### src/rtl/cond_exec_ctrl.sv
// Execute-stage control for the IITB-RISC arithmetic/logic group: conditional decode
// against forwarded carry/zero flags, plus the in-flight flag pipe and architectural C/Z.
module cond_exec_ctrl #(
  parameter int FLAG_PIPE = 2,
  parameter int ALUOP_W   = 2,
  parameter int OPC_W     = 4
) (
  input  logic               clk,
  input  logic               reset_n,
  input  logic               in_valid,
  output logic               in_ready,
  input  logic [15:0]        instr,
  input  logic [ALUOP_W-1:0] alu_op_default,
  input  logic               reg_we_in,
  input  logic               alu_carry,
  input  logic               alu_zero,
  input  logic               stall,
  input  logic               flush,
  output logic               out_valid,
  output logic [ALUOP_W-1:0] alu_op,
  output logic               reg_we_out,
  output logic               carry_we,
  output logic               zero_we,
  output logic               squashed,
  output logic               arch_carry,
  output logic               arch_zero
);

  localparam int TAIL = FLAG_PIPE - 1;

  localparam logic [OPC_W-1:0]   OPC_ADI   = OPC_W'(0);
  localparam logic [OPC_W-1:0]   OPC_ADD   = OPC_W'(1);
  localparam logic [OPC_W-1:0]   OPC_NDU   = OPC_W'(2);
  localparam logic [ALUOP_W-1:0] OP_ADD    = ALUOP_W'(0);
  localparam logic [ALUOP_W-1:0] OP_NAND   = ALUOP_W'(1);
  localparam logic [ALUOP_W-1:0] OP_SQUASH = ALUOP_W'(2);

  // EX-stage registers
  logic               ex_valid_r;
  logic [ALUOP_W-1:0] ex_op_r;
  logic               ex_rwe_r;
  logic               ex_cwe_r;
  logic               ex_zwe_r;
  logic               ex_sq_r;

  // In-flight flag pipe, stage 0 is youngest, TAIL commits
  logic [FLAG_PIPE-1:0] pv_r;
  logic [FLAG_PIPE-1:0] pcwe_r;
  logic [FLAG_PIPE-1:0] pzwe_r;
  logic [FLAG_PIPE-1:0] pc_r;
  logic [FLAG_PIPE-1:0] pz_r;
  logic                 arch_c_r;
  logic                 arch_z_r;

  // Decode and forwarding
  logic [OPC_W-1:0]   opc_s;
  logic [1:0]         cond_s;
  logic               fwd_c_s;
  logic               fwd_z_s;
  logic               alu_grp_s;
  logic               arith_s;
  logic               cond_ok_s;
  logic [ALUOP_W-1:0] dec_op_s;
  logic               dec_rwe_s;
  logic               dec_cwe_s;
  logic               dec_zwe_s;
  logic               dec_sq_s;
  logic               accept_s;
  logic               advance_s;
  logic               unused_instr_s;

  assign opc_s          = instr[15:16-OPC_W];
  assign cond_s         = instr[1:0];
  assign unused_instr_s = ^instr[15-OPC_W:2];

  assign in_ready  = !stall && !flush;
  assign accept_s  = in_valid && in_ready;
  assign advance_s = flush || !stall;

  // Youngest writer wins: EX, then stage 0 .. TAIL, then architectural flag
  always_comb begin
    fwd_c_s = arch_c_r;
    fwd_z_s = arch_z_r;
    for (int i = FLAG_PIPE - 1; i >= 0; i--) begin
      fwd_c_s = (pv_r[i] && pcwe_r[i]) ? pc_r[i] : fwd_c_s;
      fwd_z_s = (pv_r[i] && pzwe_r[i]) ? pz_r[i] : fwd_z_s;
    end
    fwd_c_s = (ex_valid_r && ex_cwe_r) ? alu_carry : fwd_c_s;
    fwd_z_s = (ex_valid_r && ex_zwe_r) ? alu_zero  : fwd_z_s;
  end

  // Classify the {opcode, cond} key and evaluate its condition
  always_comb begin
    alu_grp_s = 1'b0;
    arith_s   = 1'b0;
    cond_ok_s = 1'b1;
    if (opc_s == OPC_ADI) begin
      alu_grp_s = 1'b1;
      arith_s   = 1'b1;
    end else if (opc_s == OPC_ADD) begin
      alu_grp_s = 1'b1;
      arith_s   = 1'b1;
      case (cond_s)
        2'b10:   cond_ok_s = fwd_c_s;
        2'b01:   cond_ok_s = fwd_z_s;
        default: cond_ok_s = 1'b1;
      endcase
    end else if (opc_s == OPC_NDU) begin
      case (cond_s)
        2'b00: begin
          alu_grp_s = 1'b1;
          cond_ok_s = 1'b1;
        end
        2'b10: begin
          alu_grp_s = 1'b1;
          cond_ok_s = fwd_c_s;
        end
        2'b01: begin
          alu_grp_s = 1'b1;
          cond_ok_s = fwd_z_s;
        end
        default: begin
          alu_grp_s = 1'b0;
          cond_ok_s = 1'b1;
        end
      endcase
    end else begin
      alu_grp_s = 1'b0;
    end
  end

  // Produce ALU op and write enables from the classified key
  always_comb begin
    dec_op_s  = alu_op_default;
    dec_rwe_s = reg_we_in;
    dec_cwe_s = 1'b0;
    dec_zwe_s = 1'b0;
    dec_sq_s  = 1'b0;
    if (!alu_grp_s) begin
      dec_op_s  = alu_op_default;
      dec_rwe_s = reg_we_in;
    end else if (!reg_we_in) begin
      dec_op_s  = alu_op_default;
      dec_rwe_s = 1'b0;
    end else if (!cond_ok_s) begin
      dec_op_s  = OP_SQUASH;
      dec_rwe_s = 1'b0;
      dec_sq_s  = 1'b1;
    end else begin
      dec_op_s  = arith_s ? OP_ADD : OP_NAND;
      dec_rwe_s = 1'b1;
      dec_cwe_s = arith_s;
      dec_zwe_s = 1'b1;
    end
  end

  // EX register: load on accept, bubble on idle or flush, hold on stall
  always_ff @(posedge clk or negedge reset_n) begin
    if (!reset_n) begin
      ex_valid_r <= 1'b0;
      ex_op_r    <= '0;
      ex_rwe_r   <= 1'b0;
      ex_cwe_r   <= 1'b0;
      ex_zwe_r   <= 1'b0;
      ex_sq_r    <= 1'b0;
    end else if (accept_s) begin
      ex_valid_r <= 1'b1;
      ex_op_r    <= dec_op_s;
      ex_rwe_r   <= dec_rwe_s;
      ex_cwe_r   <= dec_cwe_s;
      ex_zwe_r   <= dec_zwe_s;
      ex_sq_r    <= dec_sq_s;
    end else if (advance_s) begin
      ex_valid_r <= 1'b0;
      ex_op_r    <= '0;
      ex_rwe_r   <= 1'b0;
      ex_cwe_r   <= 1'b0;
      ex_zwe_r   <= 1'b0;
      ex_sq_r    <= 1'b0;
    end else begin
      ex_valid_r <= ex_valid_r;
    end
  end

  // Flag pipe shift and tail commit; a flush still lets the tail commit but kills the rest
  always_ff @(posedge clk or negedge reset_n) begin
    if (!reset_n) begin
      pv_r     <= '0;
      pcwe_r   <= '0;
      pzwe_r   <= '0;
      pc_r     <= '0;
      pz_r     <= '0;
      arch_c_r <= 1'b0;
      arch_z_r <= 1'b0;
    end else if (advance_s) begin
      if (pv_r[TAIL] && pcwe_r[TAIL]) begin
        arch_c_r <= pc_r[TAIL];
      end
      if (pv_r[TAIL] && pzwe_r[TAIL]) begin
        arch_z_r <= pz_r[TAIL];
      end
      pv_r[0]   <= ex_valid_r && !flush;
      pcwe_r[0] <= ex_cwe_r;
      pzwe_r[0] <= ex_zwe_r;
      pc_r[0]   <= alu_carry;
      pz_r[0]   <= alu_zero;
      for (int i = 1; i < FLAG_PIPE; i++) begin
        pv_r[i]   <= pv_r[i-1] && !flush;
        pcwe_r[i] <= pcwe_r[i-1];
        pzwe_r[i] <= pzwe_r[i-1];
        pc_r[i]   <= pc_r[i-1];
        pz_r[i]   <= pz_r[i-1];
      end
    end else begin
      arch_c_r <= arch_c_r;
    end
  end

  assign out_valid  = ex_valid_r;
  assign alu_op     = ex_op_r;
  assign reg_we_out = ex_rwe_r;
  assign carry_we   = ex_cwe_r;
  assign zero_we    = ex_zwe_r;
  assign squashed   = ex_sq_r;
  assign arch_carry = arch_c_r;
  assign arch_zero  = arch_z_r;

endmodule

### config.mk
export PLATFORM = sky130hd
export DESIGN_NAME = cond_exec_ctrl
export DESIGN_NICKNAME = d
export VERILOG_FILES = /design/src/rtl/cond_exec_ctrl.sv
export SDC_FILE = /design/constraint.sdc
export NUM_CORES = 1
export LEC_CHECK = 0
export BUFFER_PORTS_ARGS = -buffer_cell sky130_fd_sc_hd__buf_4
export CORE_MARGIN = 2
export CORE_UTILIZATION = 45
export CTS_CLUSTER_DIAMETER = 50
export DETAILED_ROUTE_END_ITERATION = 6
export PLACE_DENSITY = 0.85
export REMOVE_ABC_BUFFERS = 1
export SLEW_MARGIN = 20
export SYNTH_ARGS = -nofsm -noshare
export SYNTH_HDL_FRONTEND = slang
export SYNTH_SLANG_ARGS = --single-unit
### constraint.sdc
create_clock -name clk -period 1.7 [get_ports clk]
set_input_delay 0.34 -clock clk [delete_from_list [all_inputs] [get_ports clk]]
set_output_delay 0.34 -clock clk [all_outputs]
set_load 0.005 [all_outputs]
==> results.json <==
{
  "diodes": 0,
  "start_kind": "flop",
  "swShare_pct": 25.6,
  "power_density_nw_per_um2": 634,
  "cp_cell_sequence": "a22o_1 > a311oi_1 > buf_4 > o311ai_4 > nor3_1 > o21ai_0",
  "finalClockSkew_ps": 2.19,
  "setup_tns_ps": 0,
  "yosysSeqAreaShare_pct": 48.3,
  "fin_crit_sh_pct": 94.3,
  "numCtsBuffers": 3,
  "synth_compound_area_share_pct": 14.1,
  "finalNetCount": 170,
  "track_usage_pct": 18.5,
  "area_growth_pct": 32.8,
  "die_height_microns": 50.8,
  "synthAdderAreaFrac_pct": 3.81,
  "synthMuxAreaShare_pct": 5.84,
  "grt_pass1_wl_mm": 3.57,
  "worstPathRequired_ps": 1890,
  "first_pass_iters": 4,
  "clk_latency_ps": 300,
  "dp_hpwl_mm": 1.74,
  "setup_violations": 0,
  "synth_top_family_by_area": "simple AND/OR/NAND/NOR gates",
  "synth_xor_area_share_pct": 0.889,
  "arrival_ps": 1790,
  "rows": 16,
  "synthCells": 105,
  "grt_overflow_total": 0,
  "p_int_mw": 0.617,
  "clock-sinks": 19,
  "worst_pin_slew_ps": 394,
  "p_comb_share_pct": 14.8,
  "end_kind": "flop",
  "grt_max_degree": 20,
  "detail_route.wl_per_cell_microns": 13.0,
  "fmax_mhz": 624,
  "boundaryPins": 36,
  "crit_type": "flop to flop",
  "layout_commonest_cell": "buf_4",
  "hold_path.class": "input port to flop",
  "ys_seq_elements": 19,
  "place_congestion": 0.853,
  "postLayoutCellArea_sq_um": 1310,
  "cts_tree": "done",
  "num-fill-cells": 171,
  "antenna_found_initial": 0,
  "fin_crit_ps": 1600,
  "outcome": "completed",
  "drt_wl_total_mm": 2.17,
  "relSlewSlack_pct": 73.7,
  "synth_edf_count": 0,
  "drc": 0,
  "clkTransAtPathRegs_ps": 110,
  "die_w_microns": 50.8,
  "netlist_area_sq_um": 985,
  "finalHoldViolations": 0,
  "rsz0062_at_grt": "no",
  "cts-root-buf": "clkbuf_4",
  "floorplan.initialDensity_pct": 48.7,
  "cp_max_fo": 2,
  "drive_gt1_share_pct": 32.1,
  "slew_viol_final": 0,
  "layout_common_cells": "buf_4, nand2_1, dfrtp_1",
  "dieArea_sq_um": 2580,
  "cpPeakStageDelay_ps": 400,
  "synthArstFlopShare_pct": 100,
  "leakagePower_nw": 0.679,
  "ant_nets": 0,
  "postSynthAreaPerCell_sq_um": 9.38,
  "peakVddDrop_v": 0.000427,
  "yosysWarnings": 0,
  "synth_ff_type": "dfrtp_1",
  "yosys.area_share.simple_pct": 24.7,
  "grt_pass1_vias": 859,
  "switchingPower_mw": 0.213,
  "cts_setup_buffers": 0,
  "core_area_sq_um": 2020,
  "vias_per_cell": 5.39,
  "placed_cell_area_sq_um": 1250,
  "cts.htree.levels": 1,
  "cpMaxStageDelayCell": "dfrtp_1",
  "drt_iter0_drc": 24,
  "seqPwrFrac_pct": 57.8,
  "cts_buffer_depth": 2,
  "power_frac_clock_pct": 27.4,
  "total_power_mw": 0.829,
  "port_buffers": 25,
  "cap_violations": 0,
  "vias": 900,
  "yosysUniqueCellTypes": 34
}
## power by group through the flow
stage                     logic, mW  registers [mW]  clock network (mW)
final                         0.123           0.479               0.227
after CTS                     0.121           0.479               0.226
after global routing          0.138           0.482               0.249
after floorplan              0.0429           0.488                   0
after detailed placement      0.119           0.488                   0
after global placement        0.115           0.487                   0
## timing repair
action / CTS / global route
gates resized for setup: 0 / 3
hold endpoints to repair: 19 / 0
endpoints found under the setup margin: 0 / 5
hold buffers: 1 / 0
## worst max-delay path: cells and delay by family (launching register included)
family                 cells  cell delay (ps)
AOI/OAI and AO/OA          4              700
and+or+nand+nor            1              220
DFF                        1              400
buffers and inverters      1              170
## cells in the mapped netlist, types with 2 or more instances
master / n / area (sq um)
o21ai_0: 5 / 25.0
a21o_1: 2 / 15.0
mux2_2: 2 / 22.5
nand3_1: 4 / 20.0
clkbuf_1: 2 / 7.51
mux2i_1: 2 / 20.0
nor2_1: 5 / 18.8
inv_1: 3 / 11.3
nand2b_1: 2 / 12.5
dfrtp_1: 19 / 475
a22o_1: 2 / 17.5
ha_1: 3 / 37.5
nor3_1: 2 / 10.0
nand2_1: 32 / 120
## final cells by class
cell class | instances | area, sq um | area share (%)
clock buffer | 3 | 22.5 | 1.72
clock inverter | 1 | 5.00 | 0.383
inverter | 3 | 11.3 | 0.861
multi-input combinational | 80 | 500 | 38.3
sequential | 19 | 477 | 36.5
tap | 27 | 33.8 | 2.58
timing repair buffer | 34 | 258 | 19.7
## logic make-up (layout without fill, tap and decap cells)
logic type / count (synthesis) / in the layout
simple gates: 53 / 53
flops: 19 / 19
compound gates: 18 / 18
buf+inv: 6 / 41
mux: 5 / 5
fa+ha+maj: 3 / 3
xor+xnor: 1 / 1
## through the flow
step	setup slack, ps	std cells	utilization, %	hold WS [ps]
floorplan	226	102	-	44.4
global placement	97.2	162	62.0	224
detailed placement	46.0	162	62.0	225
CTS	35.3	167	63.9	227
global route	15.2	167	64.7	222
finish	96.6	167	64.7	226
## per-layer routing
metal  GRT usage (%)  wire (microns)
met2            32.9            1070
met3            2.68             120
met5               0               0
met4            5.41              31
met1            23.1             952
## registers in the layout, summed over array words and instances (netlist names)
signal      flops
out_valid       1
pc_r            2
carry_we        1
reg_we_out      1
zero_we         1
pv_r            2
pzwe_r          2
squashed        1
pcwe_r          2
arch_carry      1
pz_r            2
alu_op          2
arch_zero       1
## worst paths after layout
| kind | startpoint | to | slack, ps | cells after the start |
|---|---|---|---|---|
| setup / recovery | pcwe_r[0]$_DFFE_PN0P_ | reg_we_out$_DFFE_PN0P_ | 100 | 6 |
| hold / removal | flush | pv_r[0]$_DFFE_PN0P_ | 230 | 2 |
| setup reg to reg | pcwe_r[0]$_DFFE_PN0P_ | reg_we_out$_DFFE_PN0P_ | 100 | 6 |
| hold reg to reg | pc_r[0]$_DFFE_PN0P_ | pc_r[0]$_DFFE_PN0P_ | 500 | 2 |
| max in group asynchronous | reset_n | pv_r[1]$_DFFE_PN0P_ | 1050 | 2 |
| min in group asynchronous | reset_n | pv_r[0]$_DFFE_PN0P_ | 430 | 2 |
(Power assumes the default switching activity.)
